--- src/rtl/sfifo_pkg.sv ---
// rtl/sfifo_pkg.sv - shared types and constants for the sync FIFO command path
package sfifo_pkg;

  // Default command word width on the FIFO write port.
  localparam int SFIFO_DW = 16;

  // Write-port arbiter states.
  typedef enum logic {
    ST_IDLE = 1'b0,
    ST_BUSY = 1'b1
  } sfifo_state_e;

  // Field offsets inside a command word, shared with the FIFO read-side decoder.
  localparam int SFIFO_OP_LSB  = 12;
  localparam int SFIFO_OP_W    = 4;
  localparam int SFIFO_ARG_LSB = 0;
  localparam int SFIFO_ARG_W   = 12;

  // Index width for a vector of n requesters (never below 1 bit).
  function automatic int idx_w(input int n);
    return (n > 1) ? $clog2(n) : 1;
  endfunction

  // Opcode field of a command word.
  function automatic logic [SFIFO_OP_W-1:0] sfifo_op(input logic [SFIFO_DW-1:0] w);
    return w[SFIFO_OP_LSB +: SFIFO_OP_W];
  endfunction

  // Argument field of a command word.
  function automatic logic [SFIFO_ARG_W-1:0] sfifo_arg(input logic [SFIFO_DW-1:0] w);
    return w[SFIFO_ARG_LSB +: SFIFO_ARG_W];
  endfunction

endpackage

--- src/rtl/sfifo_wr_arb_rr_pick.sv ---
// rtl/sfifo_wr_arb_rr_pick.sv - combinational round-robin first-set-bit finder
module rr_pick
  import sfifo_pkg::*;
#(
  parameter int NREQ = 2,
  parameter int IW   = idx_w(NREQ)
) (
  input  logic [NREQ-1:0] req,
  input  logic [IW-1:0]   last_owner,
  output logic [NREQ-1:0] gnt
);

  logic [IW-1:0] idx;
  logic          found;

  // Scan upward from the requester after last_owner, wrapping, and keep the first hit.
  always_comb begin
    gnt   = '0;
    found = 1'b0;
    idx   = '0;
    for (int i = 1; i <= NREQ; i++) begin
      idx = IW'((int'(last_owner) + i) % NREQ);
      if (!found && req[idx]) begin
        gnt[idx] = 1'b1;
        found    = 1'b1;
      end
    end
  end

endmodule

--- src/rtl/sfifo_wr_arb.sv ---
// rtl/sfifo_wr_arb.sv - packet-atomic round-robin arbiter for the sync FIFO write port
module sfifo_wr_arb #(
  parameter int NREQ     = 2,
  parameter int SFIFO_DW = sfifo_pkg::SFIFO_DW,
  parameter int MAX_PKT  = 64,
  parameter int CNT_W    = 32
) (
  input  logic                     wb_clk_i,
  input  logic                     wb_rst_ni,
  input  logic [NREQ-1:0]          req_i,
  input  logic [NREQ-1:0]          req_last_i,
  input  logic [NREQ*SFIFO_DW-1:0] req_dat_i,
  output logic [NREQ-1:0]          req_ack_o,
  output logic [NREQ-1:0]          grant_o,
  output logic                     sfifo_wr_o,
  output logic [SFIFO_DW-1:0]      sfifo_do,
  input  logic                     sfifo_full_i,
  output logic                     busy_o,
  output logic                     pkt_err_o,
  input  logic                     err_clr_i,
  output logic [CNT_W-1:0]         word_cnt_o
);
  import sfifo_pkg::*;

  localparam int IW = idx_w(NREQ);
  localparam int PW = idx_w(MAX_PKT);

  sfifo_state_e      state_q, state_d;
  logic [IW-1:0]     owner_q, owner_d;
  logic [IW-1:0]     last_q, last_d;
  logic [NREQ-1:0]   grant_q, grant_d;
  logic [PW-1:0]     pkt_cnt_q, pkt_cnt_d;
  logic              err_q, err_d;
  logic [CNT_W-1:0]  word_cnt_q, word_cnt_d;

  logic [NREQ-1:0]     pick_gnt;
  logic [IW-1:0]       pick_idx;
  logic [SFIFO_DW-1:0] dat_arr [NREQ];
  logic                accept;
  logic                own_last;
  logic                max_hit;

  rr_pick #(
    .NREQ (NREQ),
    .IW   (IW)
  ) u_rr_pick (
    .req        (req_i),
    .last_owner (last_q),
    .gnt        (pick_gnt)
  );

  for (genvar k = 0; k < NREQ; k++) begin : g_dat
    assign dat_arr[k] = req_dat_i[k*SFIFO_DW +: SFIFO_DW];
  end

  // Convert the one-hot pick into an owner index.
  always_comb begin
    pick_idx = '0;
    for (int k = 0; k < NREQ; k++) begin
      if (pick_gnt[k]) pick_idx = IW'(k);
    end
  end

  assign accept   = (state_q == ST_BUSY) & req_i[owner_q] & ~sfifo_full_i;
  assign own_last = req_last_i[owner_q];
  assign max_hit  = (pkt_cnt_q == PW'(MAX_PKT - 1));

  assign req_ack_o  = grant_q & {NREQ{accept}};
  assign sfifo_wr_o = accept;
  assign sfifo_do   = accept ? dat_arr[owner_q] : '0;
  assign grant_o    = grant_q;
  assign busy_o     = (state_q == ST_BUSY);
  assign pkt_err_o  = err_q;
  assign word_cnt_o = word_cnt_q;

  // Next-state: arbitrate in IDLE, stream the owner's words in BUSY until last or forced release.
  always_comb begin
    state_d    = state_q;
    owner_d    = owner_q;
    last_d     = last_q;
    grant_d    = grant_q;
    pkt_cnt_d  = pkt_cnt_q;
    err_d      = err_q & ~err_clr_i;
    word_cnt_d = word_cnt_q + CNT_W'(accept);
    case (state_q)
      ST_IDLE: begin
        if (|req_i) begin
          state_d   = ST_BUSY;
          owner_d   = pick_idx;
          grant_d   = pick_gnt;
          pkt_cnt_d = '0;
        end
      end
      ST_BUSY: begin
        if (accept) begin
          pkt_cnt_d = pkt_cnt_q + PW'(1);
          if (own_last || max_hit) begin
            state_d = ST_IDLE;
            last_d  = owner_q;
            grant_d = '0;
          end
          // An overlong packet still gets its word written; the error set beats a clear.
          if (!own_last && max_hit) err_d = 1'b1;
        end
      end
      default: state_d = ST_IDLE;
    endcase
  end

  // State registers; the last-owner pointer resets so requester 0 wins first.
  always_ff @(posedge wb_clk_i or negedge wb_rst_ni) begin
    if (!wb_rst_ni) begin
      state_q    <= ST_IDLE;
      owner_q    <= '0;
      last_q     <= IW'(NREQ - 1);
      grant_q    <= '0;
      pkt_cnt_q  <= '0;
      err_q      <= 1'b0;
      word_cnt_q <= '0;
    end else begin
      state_q    <= state_d;
      owner_q    <= owner_d;
      last_q     <= last_d;
      grant_q    <= grant_d;
      pkt_cnt_q  <= pkt_cnt_d;
      err_q      <= err_d;
      word_cnt_q <= word_cnt_d;
    end
  end

endmodule

--- config.mk ---
export PLATFORM = sky130hd
export DESIGN_NAME = sfifo_wr_arb
export DESIGN_NICKNAME = d
export VERILOG_FILES = /design/src/rtl/sfifo_pkg.sv /design/src/rtl/sfifo_wr_arb_rr_pick.sv /design/src/rtl/sfifo_wr_arb.sv
export SDC_FILE = /design/constraint.sdc
export NUM_CORES = 1
export LEC_CHECK = 0
export CAP_MARGIN = 20
export CORE_MARGIN = 2
export CORE_UTILIZATION = 39
export DETAILED_ROUTE_END_ITERATION = 7
export GPL_ROUTABILITY_DRIVEN = 0
export HOLD_SLACK_MARGIN = 0.02
export PLACE_DENSITY_LB_ADDON = 0.15
export SYNTH_ARGS = -nofsm -noshare
export SYNTH_HDL_FRONTEND = slang
export SYNTH_HIERARCHICAL = 1
export SYNTH_SLANG_ARGS = --single-unit
--- constraint.sdc ---
create_clock -name wb_clk_i -period 1.8 [get_ports wb_clk_i]
set_input_delay 0.45 -clock wb_clk_i [delete_from_list [all_inputs] [get_ports wb_clk_i]]
set_output_delay 0.45 -clock wb_clk_i [all_outputs]
set_load 0.005 [all_outputs]
==> impl_metrics.ini, run 1 <==
[outcome]
outcome = complete, but fails checks
violations = setup timing

[logic_synthesis]
seq_area_frac_synth = 0.473
syn_avg_cell_area_um2 = 10.1
synth-compound-area-share = 0.0188
synth_top_family_by_area = simple AND/OR/NAND/NOR gates
synth_area_um2 = 2330
ys_types = 32
synthCells = 231
synthAdderAreaFrac = 0.0161
muxShareOfSynthArea = 0.0869
syn_nets = 274
ys.warnings.count = 6
synth_seq_cells = 44
synthXorXnorAreaFrac = 0.128
synth-simple-area-share = 0.258

[setup_path]
critical_path_arrival_ns = 1.53
critPathRequiredTime_ns = 1.35
cp_max_fo = 3
critPathKind = flop to output pin
startpoint_type = flop
cp-end-kind = output pin

[timing]
tightestPinTransition_ns = 0.428
timing.final.ws_setup_ns = -0.176
drv_slew = 0
max_freq_mhz = 506
setup_violations = 32
skew_ns = 0.00607
rsz0062_at_grt = yes
fin_tns_setup_ns = -3.54
period_minus_slack_ns = 1.98
finalHoldViolations = 0
relSlewSlack = 0.714
holdWs_ns = 0.107
period_share = 1.10

[global_routing]
grt_overflow = 0
grt_pass1_wl_um = 10400
grt_pass1_vias = 2092
antenna_found_initial = 0
grt_max_degree = 45
grt_use_total = 0.208

[pwr]
p_per_area_nw_per_um2 = 864
ir_drop_uv = 1110
power_uw = 3330
cellLeakagePower_uw = 0.00171

[drt]
wire_per_inst_um = 15.1
routed_wl_um = 6610
dr.first_iter.drc_count = 75
drc = 0
vias_per_cell = 5.08
detail-route-antenna-nets = 0
vias = 2223
first_pass_iters = 4

[clocking]
cts_tree = built
holdBufCountCts = 0
htreeDepth = 2
cts_inserted_buffers = 5
clock_latency_ns = 0.30
cts_sinks = 44
cts-root-buf = clkbuf_8
cts.path.max_buffers = 2
clkTransAtPathRegs_ns = 0.09

[layout]
diodes = 0
n_fill_cell = 480
drive_gt1_frac = 0.289
layout.nets = 405
syn_to_final_growth_pct = 65.1
fin_cells = 438
multiInputGateArea_um2 = 1330
mostFrequentLayoutCells = clkdlybuf4s50_1, dfrtp_1, xnor2_1, buf_4, nor2_1
final_common_cell = clkdlybuf4s50_1
ff_latch_area_um2 = 1110

[placed_design]
placed_cells = 417
portBuffers = 94
place_hpwl_um = 4690
post-place-ws_ns = -0.652

[die]
ios = 95
die_h_um = 81.3
die_w_um = 81.3
dieArea_um2 = 6610
core_area_um2 = 5850
row_count = 28
start_util = 0.399

[hold_path]
hold_class = input port to async pin

[job]
drv_cap = 0
## stage by stage
stage          area [um^2]   util
2_1_floorplan         2370      -
3_3_place_gp          3570  0.610
3_5_place_dp          3570  0.610
4_1_cts               3790  0.648
5_1_grt               3850  0.658
6_report              3850  0.658
## critical path: stages (launching register included)
cell and delay, ns:
dfrtp_1 0.39, mux2_4 0.33, buf_6 0.13, buf_4 0.12, and3_4 0.16, buf_6 0.11
## state kept, by name (all words and copies together), names as in the netlist
signal,flops
grant_o,2
busy_o,1
pkt_err_o,1
pkt_cnt_q,6
last_q,1
owner_q,1
word_cnt_o,32
## path summary, 6_finish.rpt
path	from	to	slack, ns	cells after the start
worst max-delay path	owner_q	req_ack_o[0]	-0.18	5
worst min-delay path	wb_rst_ni	word_cnt_o[4]	0.11	2
worst max register to register	owner_q	word_cnt_o[24]	-0.14	9
worst min register to register	word_cnt_o[31]	word_cnt_o[31]	0.47	1
max in group asynchronous	wb_rst_ni	last_q	1.41	2
min in group wb_clk_i	word_cnt_o[31]	word_cnt_o[31]	0.47	1
## cell type report
class / count / area share
clock buffer: 7 / 0.0224
clock inverter: 1 / 0.00195
inverter: 5 / 0.00812
multi-input combinational: 176 / 0.344
sequential: 44 / 0.289
tap: 75 / 0.0244
timing repair buffer: 130 / 0.311
## logic make-up after synthesis
family,Yosys count
xor+xnor,34
mux,20
compound gates,7
buf+inv,11
simple gates,112
flops,44
fa+ha+maj,3
## synthesized netlist by cell type
cell type / instances / share of area
xnor2_1: 25 / 0.094
dfrtp_1: 43 / 0.46
or2_2: 1 / 0.0027
o21ai_0: 3 / 0.0064
a21boi_0: 1 / 0.0032
mux2_2: 1 / 0.0048
nor3_1: 8 / 0.017
a21boi_1: 1 / 0.0032
mux2i_1: 18 / 0.077
dfstp_2: 1 / 0.011
nand4_2: 1 / 0.0054
nor3_2: 3 / 0.013
and2_1: 3 / 0.0080
nand2b_1: 1 / 0.0027
a22o_1: 1 / 0.0038
nand4_1: 19 / 0.051
nor2_1: 30 / 0.048
buf_2: 5 / 0.011
xor2_1: 9 / 0.034
ha_1: 3 / 0.016
nor2b_1: 1 / 0.0027
mux2_1: 1 / 0.0048
nor4_4: 1 / 0.0091
and3_1: 6 / 0.016
nor4_1: 3 / 0.0080
clkbuf_1: 1 / 0.0016
nand2_1: 17 / 0.027
nand3_1: 16 / 0.034
inv_1: 5 / 0.0080
nand3_2: 1 / 0.0043
a21oi_1: 1 / 0.0021
nand3_4: 1 / 0.0075
## power breakdown
part / switching [uW] / leakage [uW] / internal, uW / total [uW]
clock: 345 / 0.0000445 / 312 / 657
combinational: 556 / 0.00108 / 765 / 1320
sequential: 202 / 0.000582 / 1150 / 1350
## metal layers
layer  vias to the layer above  share of wire  track usage
met5                         -              0            0
met1                      1086           0.42        0.264
met3                        14          0.038       0.0389
met4                         0          0.025       0.0661
met2                        55           0.52        0.357
li1                       1068              -            -
## timing repair
item / 4_1_cts / 5_1_grt
pin swaps: 23 / 17
gates resized for setup: 106 / 23
setup endpoints to repair: 40 / 46
setup buffers: 7 / 6
cloned: 3 / 0
(Power assumes the default switching activity.)
==> run 2, diff against run 1 <==
- TNS_END_PERCENT: not set -> 5
==> impl_metrics.ini, run 2 (synthesis results as in run 1) <==
[drt]
vias = 2118
drc = 0
detail-route-antenna-nets = 0
routed_wl_um = 6190
vias_per_cell = 4.91
wire_per_inst_um = 14.4
dr.first_iter.drc_count = 139
first_pass_iters = 4

[pwr]
ir_drop_uv = 682
cellLeakagePower_uw = 0.00165
p_per_area_nw_per_um2 = 889

[layout]
diodes = 0
syn_to_final_growth_pct = 58.6
ff_latch_area_um2 = 1110
design_area_um2 = 3700
largest_reg_flops = 32
multiInputGateArea_um2 = 1250
n_fill_cell = 483
final_util = 0.632
layout.nets = 398
final_common_cell = clkdlybuf4s50_1
fin_cells = 431
drive_gt1_frac = 0.244
mostFrequentLayoutCells = clkdlybuf4s50_1, dfrtp_1, nor2_1

[timing]
relSlewSlack = 0.682
setup_violations = 27
drv_slew = 0
period_minus_slack_ns = 1.90
finalHoldViolations = 0
tightestPinTransition_ns = 0.476
skew_ns = 0.00848
max_freq_mhz = 526
fin_tns_setup_ns = -2.11
period_share = 1.06
timing.final.ws_setup_ns = -0.102
rsz0062_at_grt = yes

[hold_path]
hold_class = input port to async pin

[die]
core_area_um2 = 5850
ios = 95
dieArea_um2 = 6610
start_util = 0.399
die_h_um = 81.3
die_w_um = 81.3
row_count = 28

[global_routing]
grt_use_total = 0.201
antenna_found_initial = 0
grt_overflow = 0
grt_pass1_wl_um = 10300
grt_pass1_vias = 2146
grt_max_degree = 26

[placed_design]
post-place-ws_ns = -0.648
portBuffers = 94
place_hpwl_um = 4820
placed_cell_area_um2 = 3550
placed_cells = 416

[clocking]
clkTransAtPathRegs_ns = 0.09
clock_latency_ns = 0.29
cts.path.max_buffers = 2
cts_inserted_buffers = 5
cts-root-buf = clkbuf_8
cts_tree = built
cts_sinks = 44
htreeDepth = 2

[setup_path]
startpoint_type = flop
cp-end-kind = flop
critPathKind = flop to flop
cp_max_fo = 5
critical_path_arrival_ns = 2.08
critPathRequiredTime_ns = 1.97
r2r_setup_slack_ns = -0.10

[outcome]
violations = setup timing
outcome = complete, but fails checks

[job]
drv_cap = 0
[run 2: cell count changes in the layout (fill, tap and decap cells not counted), sizes merged]
cell	change
clkinvlp	-1
clkbuf	-1
inv	+1
buf	-7
bufinv	+1
[run 2: final cells by class]
class | instances | area share
Timing Repair Buffer | 123 | 0.297
Tap cell | 75 | 0.0254
Multi-Input combinational cell | 176 | 0.339
Inverter | 5 | 0.00507
Sequential cell | 44 | 0.301
Clock inverter | 2 | 0.0105
Clock buffer | 6 | 0.0223
[run 2: metal layers]
layer / routed length (um) / GRT usage
met1: 2630 / 0.263
met2: 3270 / 0.348
met3: 246 / 0.0322
met4: 47 / 0.0458
met5: 0 / 0
[run 2: repair_timing]
action,CTS,global route
cloned,2,0
pin swaps,20,4
gates resized for setup,95,10
setup buffers,5,0
endpoints found under the setup margin,42,43
hold buffers,0,0
[run 2: final timing paths]
kind | endpoint | start | depth (start not counted)
setup / recovery | word_cnt_o[28] | owner_q | 8
setup reg to reg | word_cnt_o[28] | owner_q | 8
hold / removal | word_cnt_o[3] | wb_rst_ni | 1
hold reg to reg | word_cnt_o[31] | word_cnt_o[31] | 1
max in group asynchronous | word_cnt_o[14] | wb_rst_ni | 2
min in group wb_clk_i | word_cnt_o[31] | word_cnt_o[31] | 1
[run 2: where the power goes]
group | total (uW) | switching, uW | leakage, uW | internal [uW]
registers | 1350 | 199 | 0.000581 | 1150
clock network | 790 | 336 | 0.0000614 | 454
logic | 1150 | 495 | 0.00101 | 654
[run 2: worst max-delay path, cell delays in order, from the launching register on]
cell and delay (ns):
dfrtp_1 0.41, mux2_4 0.25, and3_4 0.21, ha_4 0.14
nand2_4 0.05, nor4_4 0.28, buf_6 0.17, nand4_1 0.12
xnor2_1 0.16
[run 2: per-stage QoR]
stage / hold slack [ns] / total power (uW)
floorplan: 0.154 / 1870
global placement: 0.428 / 2460
detailed placement: 0.430 / 2490
CTS: 0.107 / 3310
global route: 0.120 / 3500
finish: 0.102 / 3290
